===== src/rtl/spi_regs_pkg.sv =====
// spi_regs_pkg: register map constants shared by the SPI device register file
package spi_regs_pkg;
    localparam int REG_CTRL          = 0;
    localparam int REG_DUMMY         = 1;
    localparam int REG_WRAP_LO       = 2;
    localparam int REG_WRAP_HI       = 3;
    localparam int CTRL_QPI_BIT      = 0;
    localparam int CTRL_LOCK_BIT     = 7;
    localparam int DUMMY_RST_DEFAULT = 32;
endpackage


===== src/rtl/spi_sat_counter.sv =====
// spi_sat_counter: up-counter that holds at all-ones, synchronous clear
module spi_sat_counter #(
    parameter int WIDTH = 8
) (
    input  logic             sclk,
    input  logic             clr,
    input  logic             inc,
    output logic [WIDTH-1:0] value
);
    always_ff @(posedge sclk)
        value <= clr ? '0 : (inc && value != '1) ? value + WIDTH'(1) : value;
endmodule


===== src/rtl/spi_device_regfile.sv =====
// spi_device_regfile: shadow/live SPI config registers with write-lock and error strobe.
// SPI_REGS_ERRCNT_EN turns the top address into a read-only saturating reject counter.
module spi_device_regfile
    import spi_regs_pkg::*;
#(
    parameter int REG_SIZE  = 8,
    parameter int NUM_REGS  = 8,
    parameter int DUMMY_RST = DUMMY_RST_DEFAULT,
    parameter int AW        = $clog2(NUM_REGS)
) (
    input  logic                sclk,
    input  logic                rstn,
    input  logic [REG_SIZE-1:0] wr_data,
    input  logic [AW-1:0]       wr_addr,
    input  logic                wr_data_valid,
    input  logic [AW-1:0]       rd_addr,
    output logic [REG_SIZE-1:0] rd_data,
    input  logic                commit,
    output logic                en_qpi,
    output logic [7:0]          dummy_cycles,
    output logic [15:0]         wrap_length,
    output logic                locked,
    output logic                wr_err
);
`ifdef SPI_REGS_ERRCNT_EN
    localparam bit ERRCNT = 1'b1;
`else
    localparam bit ERRCNT = 1'b0;
`endif
    logic [REG_SIZE-1:0] shadow [NUM_REGS];
    logic                we;
    logic [REG_SIZE-1:0] ctrl_nxt, dummy_nxt, lo_nxt, hi_nxt;

    function automatic logic [REG_SIZE-1:0] shadow_nxt(input int k);
        return (we && int'(wr_addr) == k) ? wr_data : shadow[k];
    endfunction

    assign locked = shadow[REG_CTRL][CTRL_LOCK_BIT];
    assign we     = wr_data_valid && int'(wr_addr) < NUM_REGS && !locked &&
                    !(ERRCNT && int'(wr_addr) == NUM_REGS - 1);

`ifdef SPI_REGS_ERRCNT_EN
    logic [7:0] err_cnt;
    spi_sat_counter #(.WIDTH(8)) u_err_cnt (
        .sclk  (sclk),
        .clr   (!rstn),
        .inc   (wr_err),
        .value (err_cnt)
    );
    assign rd_data = int'(rd_addr) == NUM_REGS - 1 ? REG_SIZE'(err_cnt) :
                     int'(rd_addr) < NUM_REGS ? shadow[rd_addr] : '0;
`else
    assign rd_data = int'(rd_addr) < NUM_REGS ? shadow[rd_addr] : '0;
`endif

    for (genvar i = 0; i < NUM_REGS; i++) begin : g_reg
        if (!ERRCNT || i != NUM_REGS - 1) begin : g_rw
            logic [REG_SIZE-1:0] q;
            always_ff @(posedge sclk)
                q <= !rstn ? (i == REG_DUMMY ? REG_SIZE'(DUMMY_RST) : '0) : shadow_nxt(i);
            assign shadow[i] = q;
        end else begin : g_ro
            assign shadow[i] = '0;
        end
    end

    // commit samples shadow-next so a same-cycle write reaches the live outputs
    assign ctrl_nxt  = shadow_nxt(REG_CTRL);
    assign dummy_nxt = shadow_nxt(REG_DUMMY);
    assign lo_nxt    = shadow_nxt(REG_WRAP_LO);
    assign hi_nxt    = shadow_nxt(REG_WRAP_HI);

    always_ff @(posedge sclk) begin
        if (!rstn) begin
            en_qpi       <= 1'b0;
            dummy_cycles <= 8'(DUMMY_RST);
            wrap_length  <= '0;
            wr_err       <= 1'b0;
        end else begin
            wr_err <= wr_data_valid && !we;
            if (commit) begin
                en_qpi       <= ctrl_nxt[CTRL_QPI_BIT];
                dummy_cycles <= dummy_nxt[7:0];
                wrap_length  <= {hi_nxt[7:0], lo_nxt[7:0]};
            end
        end
    end
endmodule


===== config.mk =====
export PLATFORM = sky130hd
export DESIGN_NAME = spi_device_regfile
export DESIGN_NICKNAME = d
export VERILOG_FILES = /design/src/rtl/spi_regs_pkg.sv /design/src/rtl/spi_sat_counter.sv /design/src/rtl/spi_device_regfile.sv
export SDC_FILE = /design/constraint.sdc
export NUM_CORES = 1
export LEC_CHECK = 0
export BUFFER_PORTS_ARGS = -buffer_cell sky130_fd_sc_hd__clkbuf_2
export CAP_MARGIN = 20
export CELL_PAD_IN_SITES_DETAIL_PLACEMENT = 0
export CELL_PAD_IN_SITES_GLOBAL_PLACEMENT = 1
export CORE_ASPECT_RATIO = 1.4
export CORE_UTILIZATION = 48
export DETAILED_ROUTE_END_ITERATION = 6
export HOLD_SLACK_MARGIN = 0.15
export PLACE_DENSITY = 0.87
export SETUP_SLACK_MARGIN = 0.3
export SYNTH_ARGS = -nofsm -noshare
export SYNTH_HDL_FRONTEND = slang
export SYNTH_SLANG_ARGS = --single-unit

===== constraint.sdc =====
create_clock -name sclk -period 3.2 [get_ports sclk]
set_input_delay 0.16 -clock sclk [delete_from_list [all_inputs] [get_ports sclk]]
set_output_delay 0.16 -clock sclk [all_outputs]
set_load 0.02 [all_outputs]

==> impl_metrics.csv, run 1 <==
group,metric,value,unit
run_status,status,"complete, no violations",
clock_tree,cts_root_buffer,"clkbuf_16",
sta,max_freq,527,MHz
sta,tightest_slew,1.05,ns
drt,drcViolationCount,0,
finish,fin_nets,457,
sta,min_period,1.90,ns
critical_path,critPathRequiredTime,3.46,ns
critical_path,cp_slowest_cell,"nand2b_1",
floorplan,initial_core_util,49.8,%
placement,pre_cts_ws,1.36,ns
drt,drt-initial-drc-count,333,
drt,vias_per_cell,6.23,
global_route,grt_pass1_wl,17.4,mm
floorplan,die_height,111,microns
sta,slew_violations,0,
power,p_sw_share,25.3,%
clock_tree,clk_latency,0.34,ns
clock_tree,htreeDepth,3,
floorplan,core,8200,sq um
power,power_density,532,nW/um^2
power,p_leak,1.66,nW
global_route,grt_max_degree,52,
yosys,synth.avg_cell_area,9.63,sq um
power,power_frac_seq,48.6,%
yosys,synth_top_flop_cell,"dfxtp_1",
clock_tree,clock_sinks,90,
yosys,synthArstFlopShare,0,%
yosys,yosysWarningCount,0,
global_route,gr-total-overflow,0,
sta,fin_crit_sh,59.3,%
clock_tree,cts_resized,0,
drt,wl_per_cell,19.7,microns
sta,finClkSkew,0.00553,ns
drt,finalWirelength,10.7,mm
sta,setup_tns,0,ns
critical_path,endpoint_kind,"flop",
sta,fin_ws,1.30,ns
critical_path,path_cells,"nand2b_1, o21ai_0, a21boi_0",
placement,post-dp-hpwl,6.80,mm
clock_tree,cts_setup_buffers,0,
critical_path,startpoint_type,"flop",
yosys,synth_edf_count,0,
floorplan,rows,39,
clock_tree,cts_hold_buf,0,
global_route,grt_pass1_vias,3173,
power,p_clk_share,41.3,%
floorplan,die_area,8880,sq um
finish,antenna_cells,0,
finish,area_growth,11.3,%
drt,dr.pass1.iters,4,
sta,finalHoldViolations,0,
critical_path,path_max_fanout,32,
power,p_switching,0.000612,W
critical_path,cp_data_arrival_time,2.16,ns
clock_tree,cts.reportedPaths.clkPinSlew,0.06,ns
clock_tree,cts_buffers,9,
yosys,yosysSeqAreaShare,44.1,%
sta,relSlewSlack,30.0,%
global_route,track_usage,25.4,%
power,comb_power_share,10.1,%
yosys,syn_nets,442,
critical_path,critPathKind,"reg -> reg",
yosys,synth-seq-cells,90,
clock_tree,cts_tree,"built",
global_route,antenna_found_initial,0,
finish,drive_gt1_share,20.5,%
flow_run,max_cap_viol_count,0,
power,finalPower,0.00241,W
floorplan,die_w,79.9,microns
yosys,syn_inst,424,
critical_path,cpPeakStageDelay,0.85,ns
power,internal_power,0.00180,W
placement,portBuffers,52,
floorplan,ioPinCount,53,
drt,route.vias.total,3400,
yosys,synth.distinct_cells,29,
clock_tree,clk_path_buf_depth,2,
sta,grt_setup_unrepaired,"false",
drt,postRouteAntennaNets,0,
yosys,synth_area,4080,sq um
placement,place.gp.congestion,0.862,
power,ir_worst_vdd,0.349,mV
sta,setup_viol,0,
min_path,hp-class,"in -> reg",
synthesized netlist by cell type (4+ instances only):
master,n,area share [%]
a21boi_1,11,2.0
mux2_4,7,2.6
o21ai_0,87,11
buf_2,9,1.1
nand3_1,65,8.0
buf_4,4,0.74
a21boi_0,51,9.4
clkbuf_1,35,3.2
a31oi_1,25,3.8
nand3b_1,4,0.74
mux4_1,9,5.8
mux4_2,7,3.9
dfxtp_1,90,44
critical path, delay by kind of cell, from the launching register on:
family | cells | cell delay [ns]
AOI/OAI and AO/OA | 2 | 0.47
DFF | 1 | 0.49
and+or+nand+nor | 1 | 0.85
power by group through the flow:
stage / registers [W] / logic (W) / clock network, W
2_1_floorplan: 0.00121 / 0.000158 / 0
3_3_place_gp: 0.00120 / 0.000238 / 0
3_5_place_dp: 0.00120 / 0.000242 / 0
4_1_cts: 0.00117 / 0.000244 / 0.00101
5_1_grt: 0.00118 / 0.000264 / 0.00106
6_report: 0.00117 / 0.000245 / 0.000997
registers in the layout (all words and copies together) (netlist names):
register and flops:
dummy_cycles 8, en_qpi 1, g.g_rw.q 64, wr_err 1, wrap_length 16
metal layers:
metal | GRT usage, % | wire [microns]
met1 | 37.4 | 5040
met2 | 37.1 | 5020
met3 | 4.44 | 502
met4 | 8.57 | 180
met5 | 0 | 0
cells by family after synthesis:
| family | synth area share, % |
|---|---|
| AOI/OAI and AO/OA | 26.2 |
| and+or+nand+nor | 11.1 |
| DFF | 44.1 |
| muxes | 12.5 |
| buffers and inverters | 6.04 |
layout make-up:
class / count / area (sq um)
Fill cell: 759 / 3660
Sequential cell: 90 / 1800
Tap cell: 102 / 128
Multi-Input combinational cell: 282 / 2040
Timing Repair Buffer: 56 / 290
Clock buffer: 12 / 256
Clock inverter: 4 / 26.3
path summary, 6_finish.rpt:
| check | to | from | cells after the start | slack, ns |
|---|---|---|---|---|
| worst max register to register | g_reg[5].g_rw.q[5] | g_reg[0].g_rw.q[7] | 3 | 1.30 |
| worst max-delay path | g_reg[5].g_rw.q[5] | g_reg[0].g_rw.q[7] | 3 | 1.30 |
| worst min register to register | g_reg[4].g_rw.q[5] | g_reg[4].g_rw.q[5] | 2 | 0.47 |
| worst min-delay path | wr_err | wr_data_valid | 2 | 0.17 |
placed cells by master (no fill, tap or decap):
master | synthesis | routed
dfxtp_1 | 90 | 90
o21ai_0 | 87 | 87
nand3_1 | 65 | 65
clkbuf_2 | 1 | 52
a21boi_0 | 51 | 51
a31oi_1 | 25 | 25
a21boi_1 | 11 | 11
mux4_1 | 9 | 9
clkbuf_16 | 0 | 9
mux4_2 | 7 | 7
mux2_4 | 7 | 7
nand3b_1 | 4 | 4
buf_4 | 4 | 4
and3_1 | 2 | 2
and3b_1 | 2 | 2
clkinv_2 | 0 | 2
clkbuf_8 | 0 | 2
mux2_2 | 1 | 1
nor2_2 | 0 | 1
or2_2 | 1 | 1
nor2b_2 | 0 | 1
nor3b_4 | 1 | 1
nand2b_1 | 1 | 1
or3b_4 | 1 | 1
nor2_1 | 2 | 1
a21oi_1 | 1 | 1
nor3_1 | 1 | 1
a211oi_1 | 1 | 1
nor2b_1 | 2 | 1
clkinvlp_4 | 0 | 1
clkbuf_1 | 35 | 1
clkinv_4 | 0 | 1
stage by stage:
step	util, %	std cells	cell area, sq um	hold WS (ns)
3_3_place_gp	51.9	530	4260	0.459
5_1_grt	55.4	546	4540	0.180
3_5_place_dp	51.9	530	4260	0.469
2_1_floorplan	-	424	4080	0.313
4_1_cts	55.4	546	4540	0.162
6_report	55.4	546	4540	0.167
No activity file was read; power rests on OpenSTA's default activity.
==> run 2, diff against run 1 <==
CORE_UTILIZATION = 44   (was 48)
PLACE_DENSITY = 0.81   (was 0.87)
clock period = 2 ns   (was 3.2 ns; I/O delays follow)
==> impl_metrics.csv, run 2 (synthesized netlist as in run 1, its figures left out) <==
group,metric,value,unit
run_status,status,"complete, no violations",
critical_path,r2r_end,"dummy_cycles[3]",
sta,slew_violations,0,
critical_path,rrSetupSlack,0.50,ns
clock_tree,cts_buffers,9,
finish,area_growth,17.8,%
sta,max_freq,582,MHz
critical_path,cpPeakStageDelay,0.48,ns
sta,relSlewSlack,52.1,%
critical_path,startpoint_type,"flop",
sta,finalHoldViolations,0,
global_route,grt_pass1_vias,3244,
power,power_density,884,nW/um^2
floorplan,die_area,9670,sq um
sta,setup_tns,0,ns
finish,fin_util,53.3,%
min_path,holdPathEnd,"g_reg[6].g_rw.q[1]",
drt,dr.pass1.iters,5,
critical_path,path_cells,"mux4_2, mux2_2, buf_4",
drt,drcViolationCount,0,
finish,final_common_cell,"o21ai_0",
finish,antenna_cells,0,
drt,wl_per_cell,20.0,microns
global_route,track_usage,24.4,%
sta,finClkSkew,0.00398,ns
critical_path,r2r_cells,3,
min_path,whs_path_depth,3,
placement,place.gp.congestion,0.791,
clock_tree,clk_path_buf_depth,2,
placement,portBuffers,52,
global_route,antenna_found_initial,0,
floorplan,die_w,83.4,microns
placement,post-dp-hpwl,6.85,mm
critical_path,endpoint_kind,"output pin",
finish,reg_top3,"g.g_rw.q x64, wrap_length x16, dummy_cycles x8",
floorplan,initial_core_util,45.2,%
sta,fin_crit_sh,85.9,%
drt,drt-initial-drc-count,270,
critical_path,critPathKind,"reg -> out",
min_path,hp-class,"in -> reg",
drt,vias_per_cell,6.12,
floorplan,rows,41,
min_path,min-delay-start,"wr_data[1]",
sta,setup_viol,0,
power,p_leak,1.74,nW
critical_path,path_max_fanout,6,
flow_run,max_cap_viol_count,0,
finish,final_cell_mix,"o21ai_0 (87), dfxtp_1 (84), nand3_1 (65)",
global_route,grt_pass1_wl,18.0,mm
finish,drive_gt1_share,26.1,%
clock_tree,clk_latency,0.34,ns
clock_tree,cts_root_buffer,"clkbuf_16",
critical_path,critPathRequiredTime,1.90,ns
finish,top_register,"g.g_rw.q",
clock_tree,cts.reportedPaths.clkPinSlew,0.06,ns
global_route,grt_max_degree,93,
finish,fin_nets,476,
drt,finalWirelength,11.4,mm
clock_tree,clock_sinks,90,
finish,multiInputGateArea,2010,sq um
critical_path,cp_slowest_cell,"mux4_2",
sta,holdWs,0.175,ns
floorplan,die_height,116,microns
critical_path,cp_data_arrival_time,1.62,ns
sta,min_period,1.72,ns
clock_tree,htreeDepth,3,
finish,regArea,1810,sq um
drt,route.vias.total,3489,
finish,largest_reg_flops,64,
finish,fillCellCount,831,
floorplan,ioPinCount,53,
sta,grt_setup_unrepaired,"true",
sta,tightest_slew,0.718,ns
clock_tree,cts_tree,"built",
floorplan,core,9030,sq um
power,ir_worst_vdd,0.508,mV
critical_path,reg2reg_from,"g_reg[0].g_rw.q[7]",
drt,postRouteAntennaNets,0,
global_route,gr-total-overflow,0,
-- run 2: repair_timing --
item / in CTS / in global routing
buffers inserted: 1 / 2
endpoints found under the hold margin: 18 / 0
gates resized for setup: 16 / 17
setup endpoints to repair: 8 / 12
hold buffers: 5 / 0
-- run 2: worst max-delay path, delay by kind of cell, from the launching register on --
family,cells,cell delay [ns]
muxes,2,0.76
DFF,1,0.36
buffers and inverters,1,0.16
-- run 2: how the worst max path moves through the flow --
stage,startpoint,endpoint,slack [ns],depth (start not counted)
after CTS,g_reg[0].g_rw.q[7],rd_data[7],0.26,3
after global routing,g_reg[0].g_rw.q[7],rd_data[7],0.24,3
after detailed placement,rd_addr[0],rd_data[0],0.45,5
after floorplan,g_reg[0].g_rw.q[7],wrap_length[12],0.64,4
after global placement,rd_addr[0],rd_data[7],0.45,5
final,g_reg[0].g_rw.q[7],rd_data[7],0.28,3
-- run 2: where the power goes --
group / internal [W] / total, W / switching (W)
logic: 0.000161 / 0.000437 / 0.000277
registers: 0.00185 / 0.00188 / 0.0000311
clock network: 0.00122 / 0.00194 / 0.000719
-- run 2: final cells by class --
type | instances | share of cell area (%)
timing repair buffer | 75 | 10.6
multi-input combinational | 282 | 41.8
sequential | 90 | 37.7
clock inverter | 7 | 2.45
tap | 107 | 2.78
clock buffer | 9 | 4.68
-- run 2: metal layers --
metal	GRT usage (%)	vias up	wire, microns
li1	-	1646	-
met1	32.7	1723	5200
met2	39.4	108	5470
met3	4.56	12	504
met4	9.31	0	202
met5	0	-	0
-- run 2: metrics by stage --
stage / instances / cell area [sq um] / total power [W] / setup slack [ns]
2_1_floorplan: 424 / 4080 / 0.00219 / 0.643
3_3_place_gp: 546 / 4370 / 0.00233 / 0.452
3_5_place_dp: 546 / 4370 / 0.00233 / 0.454
4_1_cts: 568 / 4770 / 0.00427 / 0.258
5_1_grt: 570 / 4810 / 0.00438 / 0.240
6_report: 570 / 4810 / 0.00425 / 0.282
